## src/rtl/axi4lite_master_if_pkg.sv

```systemverilog
// Shared definitions for axi4lite_master_if.
// - FSM state encoding
// - AXI4-Lite response codes
// - default protection value
// - latched request record
package axi4lite_master_if_pkg;

  localparam int DW = 32;
  localparam int SW = DW / 8;

  typedef enum logic [2:0] {
    ST_IDLE,
    ST_WR_REQ,
    ST_WR_RESP,
    ST_RD_REQ,
    ST_RD_RESP,
    ST_DONE
  } state_t;

  localparam logic [1:0] AXI_RESP_OKAY   = 2'b00;
  localparam logic [1:0] AXI_RESP_EXOKAY = 2'b01;
  localparam logic [1:0] AXI_RESP_SLVERR = 2'b10;
  localparam logic [1:0] AXI_RESP_DECERR = 2'b11;

  localparam logic [2:0] AXI_PROT_DEFAULT = 3'b000;

  // Request captured in IDLE; reads only use the address field.
  typedef struct packed {
    logic [31:0]   addr;
    logic [DW-1:0] data;
    logic [SW-1:0] strb;
  } mem_req_t;

  // Anything other than OKAY is reported as a bus error, EXOKAY included.
  function automatic logic resp_is_err(input logic [1:0] resp);
    return resp != AXI_RESP_OKAY;
  endfunction

endpackage

```

## src/rtl/axi4lite_master_if.sv

```systemverilog
// Single-outstanding AXI4-Lite master behind the memory stage.
// Turns level-style load/store requests into one AXI4-Lite transaction at a
// time and stalls the pipeline through write_busy/read_busy until it ends.
//
// Ports
//   clk, rst_n                  core clock, async active-low reset
//   write_start/addr/data/strobe  store request level and payload
//   write_busy                  store in progress (pipeline stall)
//   read_start/addr             load request level and address
//   read_data, read_busy        last completed read data, load stall
//   m_axi_aw*/w*/b*/ar*/r*      AXI4-Lite master channels
//
// Optional macro AXI_RESP_ERR_EN adds bus_error (one-cycle pulse in DONE on
// a non-OKAY response) and bus_error_addr (address of the faulting request).
module axi4lite_master_if
  import axi4lite_master_if_pkg::*;
#(
  parameter int         ADDR_WIDTH = 32,
  parameter int         DATA_WIDTH = 32,
  parameter logic [2:0] AXI_PROT   = AXI_PROT_DEFAULT
) (
  input  logic                    clk,
  input  logic                    rst_n,
  input  logic                    write_start,
  input  logic [31:0]             write_addr,
  input  logic [DATA_WIDTH-1:0]   write_data,
  input  logic [DATA_WIDTH/8-1:0] write_strobe,
  output logic                    write_busy,
  input  logic                    read_start,
  input  logic [31:0]             read_addr,
  output logic [DATA_WIDTH-1:0]   read_data,
  output logic                    read_busy,
`ifdef AXI_RESP_ERR_EN
  output logic                    bus_error,
  output logic [31:0]             bus_error_addr,
`endif
  output logic [ADDR_WIDTH-1:0]   m_axi_awaddr,
  output logic [2:0]              m_axi_awprot,
  output logic                    m_axi_awvalid,
  input  logic                    m_axi_awready,
  output logic [DATA_WIDTH-1:0]   m_axi_wdata,
  output logic [DATA_WIDTH/8-1:0] m_axi_wstrb,
  output logic                    m_axi_wvalid,
  input  logic                    m_axi_wready,
  input  logic [1:0]              m_axi_bresp,
  input  logic                    m_axi_bvalid,
  output logic                    m_axi_bready,
  output logic [ADDR_WIDTH-1:0]   m_axi_araddr,
  output logic [2:0]              m_axi_arprot,
  output logic                    m_axi_arvalid,
  input  logic                    m_axi_arready,
  input  logic [DATA_WIDTH-1:0]   m_axi_rdata,
  input  logic [1:0]              m_axi_rresp,
  input  logic                    m_axi_rvalid,
  output logic                    m_axi_rready
);

  state_t          state_q, state_d;
  mem_req_t        req_q, req_d;
  logic            awvalid_q, awvalid_d;
  logic            wvalid_q, wvalid_d;
  logic            arvalid_q, arvalid_d;
  logic [DW-1:0]   rdata_q, rdata_d;

`ifdef AXI_RESP_ERR_EN
  logic [1:0]      resp_q, resp_d;
  logic [31:0]     err_addr_q, err_addr_d;
`else
  logic            unused_resp;
  assign unused_resp = ^{m_axi_bresp, m_axi_rresp};
`endif

  always_comb begin
    state_d      = state_q;
    req_d        = req_q;
    awvalid_d    = awvalid_q;
    wvalid_d     = wvalid_q;
    arvalid_d    = arvalid_q;
    rdata_d      = rdata_q;
    write_busy   = 1'b0;
    read_busy    = 1'b0;
    m_axi_bready = 1'b0;
    m_axi_rready = 1'b0;
`ifdef AXI_RESP_ERR_EN
    resp_d       = resp_q;
    err_addr_d   = err_addr_q;
`endif
    unique case (state_q)
      ST_IDLE: begin
        // Combinational so the stall lands in the request cycle itself.
        write_busy = write_start;
        read_busy  = read_start & ~write_start;
        if (write_start) begin
          req_d     = '{addr: write_addr, data: write_data, strb: write_strobe};
          awvalid_d = 1'b1;
          wvalid_d  = 1'b1;
          state_d   = ST_WR_REQ;
        end else if (read_start) begin
          req_d.addr = read_addr;
          arvalid_d  = 1'b1;
          state_d    = ST_RD_REQ;
        end
      end
      ST_WR_REQ: begin
        write_busy = 1'b1;
        // AW and W retire independently; leave once neither is pending.
        if (m_axi_awready) awvalid_d = 1'b0;
        if (m_axi_wready)  wvalid_d  = 1'b0;
        if ((!awvalid_q || m_axi_awready) && (!wvalid_q || m_axi_wready))
          state_d = ST_WR_RESP;
      end
      ST_WR_RESP: begin
        write_busy   = 1'b1;
        m_axi_bready = 1'b1;
        if (m_axi_bvalid) begin
          state_d = ST_DONE;
`ifdef AXI_RESP_ERR_EN
          resp_d = m_axi_bresp;
          if (resp_is_err(m_axi_bresp)) err_addr_d = req_q.addr;
`endif
        end
      end
      ST_RD_REQ: begin
        read_busy = 1'b1;
        if (m_axi_arready) begin
          arvalid_d = 1'b0;
          state_d   = ST_RD_RESP;
        end
      end
      ST_RD_RESP: begin
        read_busy    = 1'b1;
        m_axi_rready = 1'b1;
        if (m_axi_rvalid) begin
          rdata_d = m_axi_rdata;
          state_d = ST_DONE;
`ifdef AXI_RESP_ERR_EN
          resp_d = m_axi_rresp;
          if (resp_is_err(m_axi_rresp)) err_addr_d = req_q.addr;
`endif
        end
      end
      // One cycle with both stalls low lets the pipeline retire the
      // instruction that is still presenting its start level.
      ST_DONE: state_d = ST_IDLE;
      default: state_d = ST_IDLE;
    endcase
  end

  always_ff @(posedge clk or negedge rst_n) begin
    if (!rst_n) begin
      state_q    <= ST_IDLE;
      req_q      <= '0;
      awvalid_q  <= 1'b0;
      wvalid_q   <= 1'b0;
      arvalid_q  <= 1'b0;
      rdata_q    <= '0;
`ifdef AXI_RESP_ERR_EN
      resp_q     <= AXI_RESP_OKAY;
      err_addr_q <= '0;
`endif
    end else begin
      state_q    <= state_d;
      req_q      <= req_d;
      awvalid_q  <= awvalid_d;
      wvalid_q   <= wvalid_d;
      arvalid_q  <= arvalid_d;
      rdata_q    <= rdata_d;
`ifdef AXI_RESP_ERR_EN
      resp_q     <= resp_d;
      err_addr_q <= err_addr_d;
`endif
    end
  end

  assign m_axi_awaddr  = req_q.addr[ADDR_WIDTH-1:0];
  assign m_axi_awprot  = AXI_PROT;
  assign m_axi_awvalid = awvalid_q;
  assign m_axi_wdata   = req_q.data;
  assign m_axi_wstrb   = req_q.strb;
  assign m_axi_wvalid  = wvalid_q;
  assign m_axi_araddr  = req_q.addr[ADDR_WIDTH-1:0];
  assign m_axi_arprot  = AXI_PROT;
  assign m_axi_arvalid = arvalid_q;
  assign read_data     = rdata_q;

`ifdef AXI_RESP_ERR_EN
  assign bus_error      = (state_q == ST_DONE) && resp_is_err(resp_q);
  assign bus_error_addr = err_addr_q;
`endif

endmodule
```

## config.mk

```make
export PLATFORM = sky130hd
export DESIGN_NAME = axi4lite_master_if
export DESIGN_NICKNAME = d
export VERILOG_FILES = /design/src/rtl/axi4lite_master_if_pkg.sv /design/src/rtl/axi4lite_master_if.sv
export SDC_FILE = /design/constraint.sdc
export NUM_CORES = 1
export LEC_CHECK = 0
export ABC_AREA = 1
export CORE_ASPECT_RATIO = 0.5
export CORE_MARGIN = 5
export CORE_UTILIZATION = 42
export CTS_BUF_LIST = sky130_fd_sc_hd__clkbuf_8
export DETAILED_ROUTE_END_ITERATION = 12
export PLACE_DENSITY = 0.87
export SETUP_SLACK_MARGIN = 0.02
export SLEW_MARGIN = 40
export SYNTH_ARGS = -nofsm -noshare
export SYNTH_HDL_FRONTEND = slang
export SYNTH_SLANG_ARGS = --single-unit
```

## constraint.sdc

```tcl
create_clock -name clk -period 4.35 [get_ports clk]
set_input_delay 1.305 -clock clk [delete_from_list [all_inputs] [get_ports clk]]
set_output_delay 1.305 -clock clk [all_outputs]
set_load 0.05 [all_outputs]
```

Word-level counts from Yosys, hierarchy flattened
Index checks and enable logic that the tools add are counted.
- input bits: 145
- output and inout port bits: 145
- logic and storage cells: 64
- register bits after elaboration: 106
- mux-type cells: 22
- reduce and logical (&&, ||, !) cells: 18
- bitwise gates (word level): 2
- equality and inequality tests: 14
- operators by type and width (operator ; number):
    $mux 32 ; 2
    $mux 3 ; 6
    $ne 2x2->1 const B ; 9
    $pmux 3 s5 ; 1
    $pmux 1 s2 ; 5
    $mux 1 ; 8
    $eq 3x2->1 const B ; 2
    $reduce_and 2->1 ; 3
    $reduce_and 3->1 ; 2
    $reduce_bool 2->1 ; 3
    $reduce_and 5->1 ; 1
    $reduce_and 4->1 ; 1
    $reduce_or 2->1 ; 2
    $eq 3x1->1 const B ; 1
    $eq 3x3->1 const B ; 1
    $logic_not 3->1 ; 1
    $ne 3x3->1 const B ; 1
    $logic_not 1->1 ; 2
    $logic_or 1x1->1 ; 2
    $and 1x1->1 ; 1
    $logic_and 1x1->1 ; 1
    $not 1->1 ; 1

Longest topological paths before layout
- depth after elaboration: 5
- mapped depth: 9
- mapped depth without buffers: 8

Worst setup path after synthesis
No wires, ideal clock.
- path kind: input port to output port
- start point: input write_start
- end point: output write_busy
- stages on the path: 4
- slack: 0.781 ns
- required time: 3.045 ns
- arrival time: 2.264 ns
- cells stage by stage: buf_2 nand2_1 clkbuf_1 nand3b_1
- longest elaborated chain between the ends: 1
- RTL lines (element ; line ; text):
    from (decl) ; axi4lite_master_if.sv:24 ; input logic write_start,
    $pmux 1 s2 ; axi4lite_master_if.sv:88 ; unique case (state_q)
    to (decl) ; axi4lite_master_if.sv:28 ; output logic write_busy,
No other way between the ends.

Final worst setup path
- start point: register state_q[1]
- end point: output m_axi_bready
- longest elaborated chain between the ends: 2
- RTL lines (element ; line ; text):
    from (decl) ; axi4lite_master_if.sv:58 ; state_t state_q, state_d;
    from (signal assigned) ; axi4lite_master_if.sv:162 ; state_q <= state_d;
    $eq 3x2->1 ; axi4lite_master_if.sv:88 ;
    $mux 1 ; axi4lite_master_if.sv:88 ;
    to (decl) ; axi4lite_master_if.sv:47 ; output logic m_axi_bready,
No other way between the ends.

==> results.toml <==
[floorplanning]
core_sq_um = 11700
initial_core_util_pct = 42.6
boundaryPins = 290
die_w_um = 164
rows = 28
fp.dieArea_sq_um = 14300
die_y_um = 87.0

[clock_network]
insertion_delay_ns = 0.36
clock_path_buffers = 2
postCtsResizedCells = 0
h-tree-depth = 3
cts_made_buffers = 9
cts_hold_buf = 0
postCtsSetupRepairBufs = 0
clock-root-buffer = "clkbuf_8"
clkSinkCount = 106
cts_tree = "built"
clkTransAtPathRegs_ns = 0.10

[sta]
hold_violations = 0
hold_ws_ns = 0.476
max_freq_mhz = 280
skew_ns = 0.0116
tns_ns = 0
setup_violations = 0
rsz0062_at_grt = "no"
finalMaxSlewViolations = 0
period_needed_ns = 3.57
worst_pin_slew_ns = 0.680
max_slew_margin_pct = 54.7
post-route-period-util_pct = 82.1

[worst_setup_path]
path_cells = "inv_1 > nor2_1 > nand2_1 > inv_1 > clkdlybuf4s50_1"
crit_path_start_kind = "register"
crit_arrival_ns = 2.27
cp_slowest_cell = "clkdlybuf4s50_1"
slowest_delay_ns = 0.82
endpoint_kind = "output pin"
path_buf_inv = 3
r2r_setup_slack_ns = 2.64
path_max_fanout = 8
path_class = "register to output pin"
crit_path_frequent_cell = "inv_1"
cp.required_ns = 3.04
crit_family = "buffers and inverters"

[finish]
final_nets = 1011
fin_cells = 1036
synthToLayoutAreaGrowth_pct = 56.9
utilization_pct = 66.8
drive_above_1_share_pct = 3.79
nFillCells = 953
final_common_cell = "nand2_1"
num_antenna_cells = 0
layout_common_cells = "nand2_1, clkdlybuf4s50_1, dfrtp_1"

[global_routing]
antenna_found_initial = 0
first_global_vias = 4728
track_usage_pct = 21.2
grt_max_degree = 75
grt_overflow = 0
grt_pass1_wl_um = 24000

[synthesis]
synth_area_per_cell_sq_um = 7.85
synth_xor_area_share_pct = 0
yosys.area_share.adder_pct = 0
ys_seq_elements = 106
synth_compound_area_share_pct = 7.13
ys_warn_count = 0
synth_mux_area_share_pct = 0
syn-instance-count = 635
syn_area_sq_um = 4990
synth-simple-area-share_pct = 27.3
synth.distinct_cells = 21
synth_top_family_by_area = "simple AND/OR/NAND/NOR gates"
ys_seq_area_share_pct = 53.2

[route]
vias = 4846
wirelength_um = 15600
drt-wirelength-per-cell_um = 15.1
dr.pass1.iters = 5
vias_per_cell = 4.68
drc = 0
drt_iter0_drc = 278
ant_nets = 0

[pwr]
p_per_area_nw_per_um2 = 863
power_leakage_nw = 3.74
vdd.ir_drop.worst_v = 0.000533
intPower_mw = 3.06
switchingPower_mw = 3.69
sequentialPowerShare_pct = 26.0
swShare_pct = 54.7
clockPowerShare_pct = 8.2
pwr-share-comb_pct = 65.8

[placed_design]
hpwl_um = 11900
place.port_buffers = 279
place_congestion = 0.785
dp_cells = 1020

[outcome]
status = "finished, final reports clean"

[flow_run]
maxCapViolations = 0

[worst_hold_path]
hold_path.class = "register to register"
[layer usage]
metal | part of all wire (%) | GRT usage, % | up-vias
met5 | 0 | 0 | -
met4 | 3.4 | 7.84 | 0
met3 | 4.9 | 4.21 | 40
met2 | 53 | 39.7 | 152
met1 | 38 | 24.3 | 2274
li1 | - | - | 2380
[stage by stage]
step	setup slack [ns]	total power, mW	area (sq um)
after floorplan	0.781	4.79	5000
after CTS	0.776	6.81	7820
after detailed placement	0.863	6.25	7650
final	0.778	6.75	7820
after global placement	0.859	6.15	7650
after global routing	0.637	7.09	7820
[cell type report]
type / instances / area [sq um] / share of cell area, %
clock buffer: 10 / 138 / 1.76
multi-input combinational: 414 / 1740 / 22.3
timing repair buffer: 290 / 2880 / 36.8
inverter: 45 / 169 / 2.16
tap: 165 / 206 / 2.64
clock inverter: 6 / 33.8 / 0.432
sequential: 106 / 2650 / 33.9
[flip-flops by register name, indices dropped and copies added (netlist names)]
signal / cells
m_axi_wvalid: 1
m_axi_wstrb: 4
read_data: 32
m_axi_araddr: 32
m_axi_awvalid: 1
m_axi_arvalid: 1
state_q: 3
m_axi_wdata: 32
[power groups by stage]
stage	Clock [mW]	Combinational [mW]	Sequential (mW)
4_1_cts	0.567	4.48	1.76
3_3_place_gp	0	4.40	1.75
3_5_place_dp	0	4.47	1.77
6_report	0.552	4.44	1.76
5_1_grt	0.601	4.66	1.82
2_1_floorplan	0	1.54	3.25
[Yosys cell counts]
master | count | area share, %
clkbuf_2 | 3 | 0.30
nand2_1 | 281 | 21
buf_4 | 38 | 5.7
o21ai_0 | 62 | 6.2
nor2_1 | 6 | 0.45
nor3_1 | 1 | 0.10
clkinv_1 | 1 | 0.075
nand3b_1 | 2 | 0.30
clkbuf_1 | 20 | 1.5
buf_2 | 14 | 1.4
dfrtp_1 | 106 | 53
o21a_1 | 1 | 0.15
o21bai_1 | 1 | 0.15
inv_1 | 44 | 3.3
nor4_4 | 1 | 0.43
nor2_2 | 1 | 0.13
conb_1 | 1 | 0.075
nand3_1 | 45 | 4.5
o21ai_1 | 5 | 0.50
nand3_2 | 1 | 0.20
a21oi_1 | 1 | 0.10
[cell families after synthesis]
family          after synthesis
buf+inv                     120
compound gates               70
other cells                   1
flops                       106
simple gates                338
[worst min-delay path: cells and delay by family, from the launching register on]
family / cells / cell delay [ns]
and+or+nand+nor: 2 / 0.10
DFF: 1 / 0.35
[path summary, 6_finish.rpt]
check	to	cells after the start	start
min	m_axi_wdata[22]	2	m_axi_wdata[22]
min reg2reg	m_axi_wdata[22]	2	m_axi_wdata[22]
max reg2reg	read_data[10]	7	state_q[0]
min in group asynchronous	read_data[13]	1	rst_n
max	m_axi_bready	5	state_q[1]
max in group asynchronous	m_axi_wdata[29]	2	rst_n
Power figures use the tool's default switching activity.
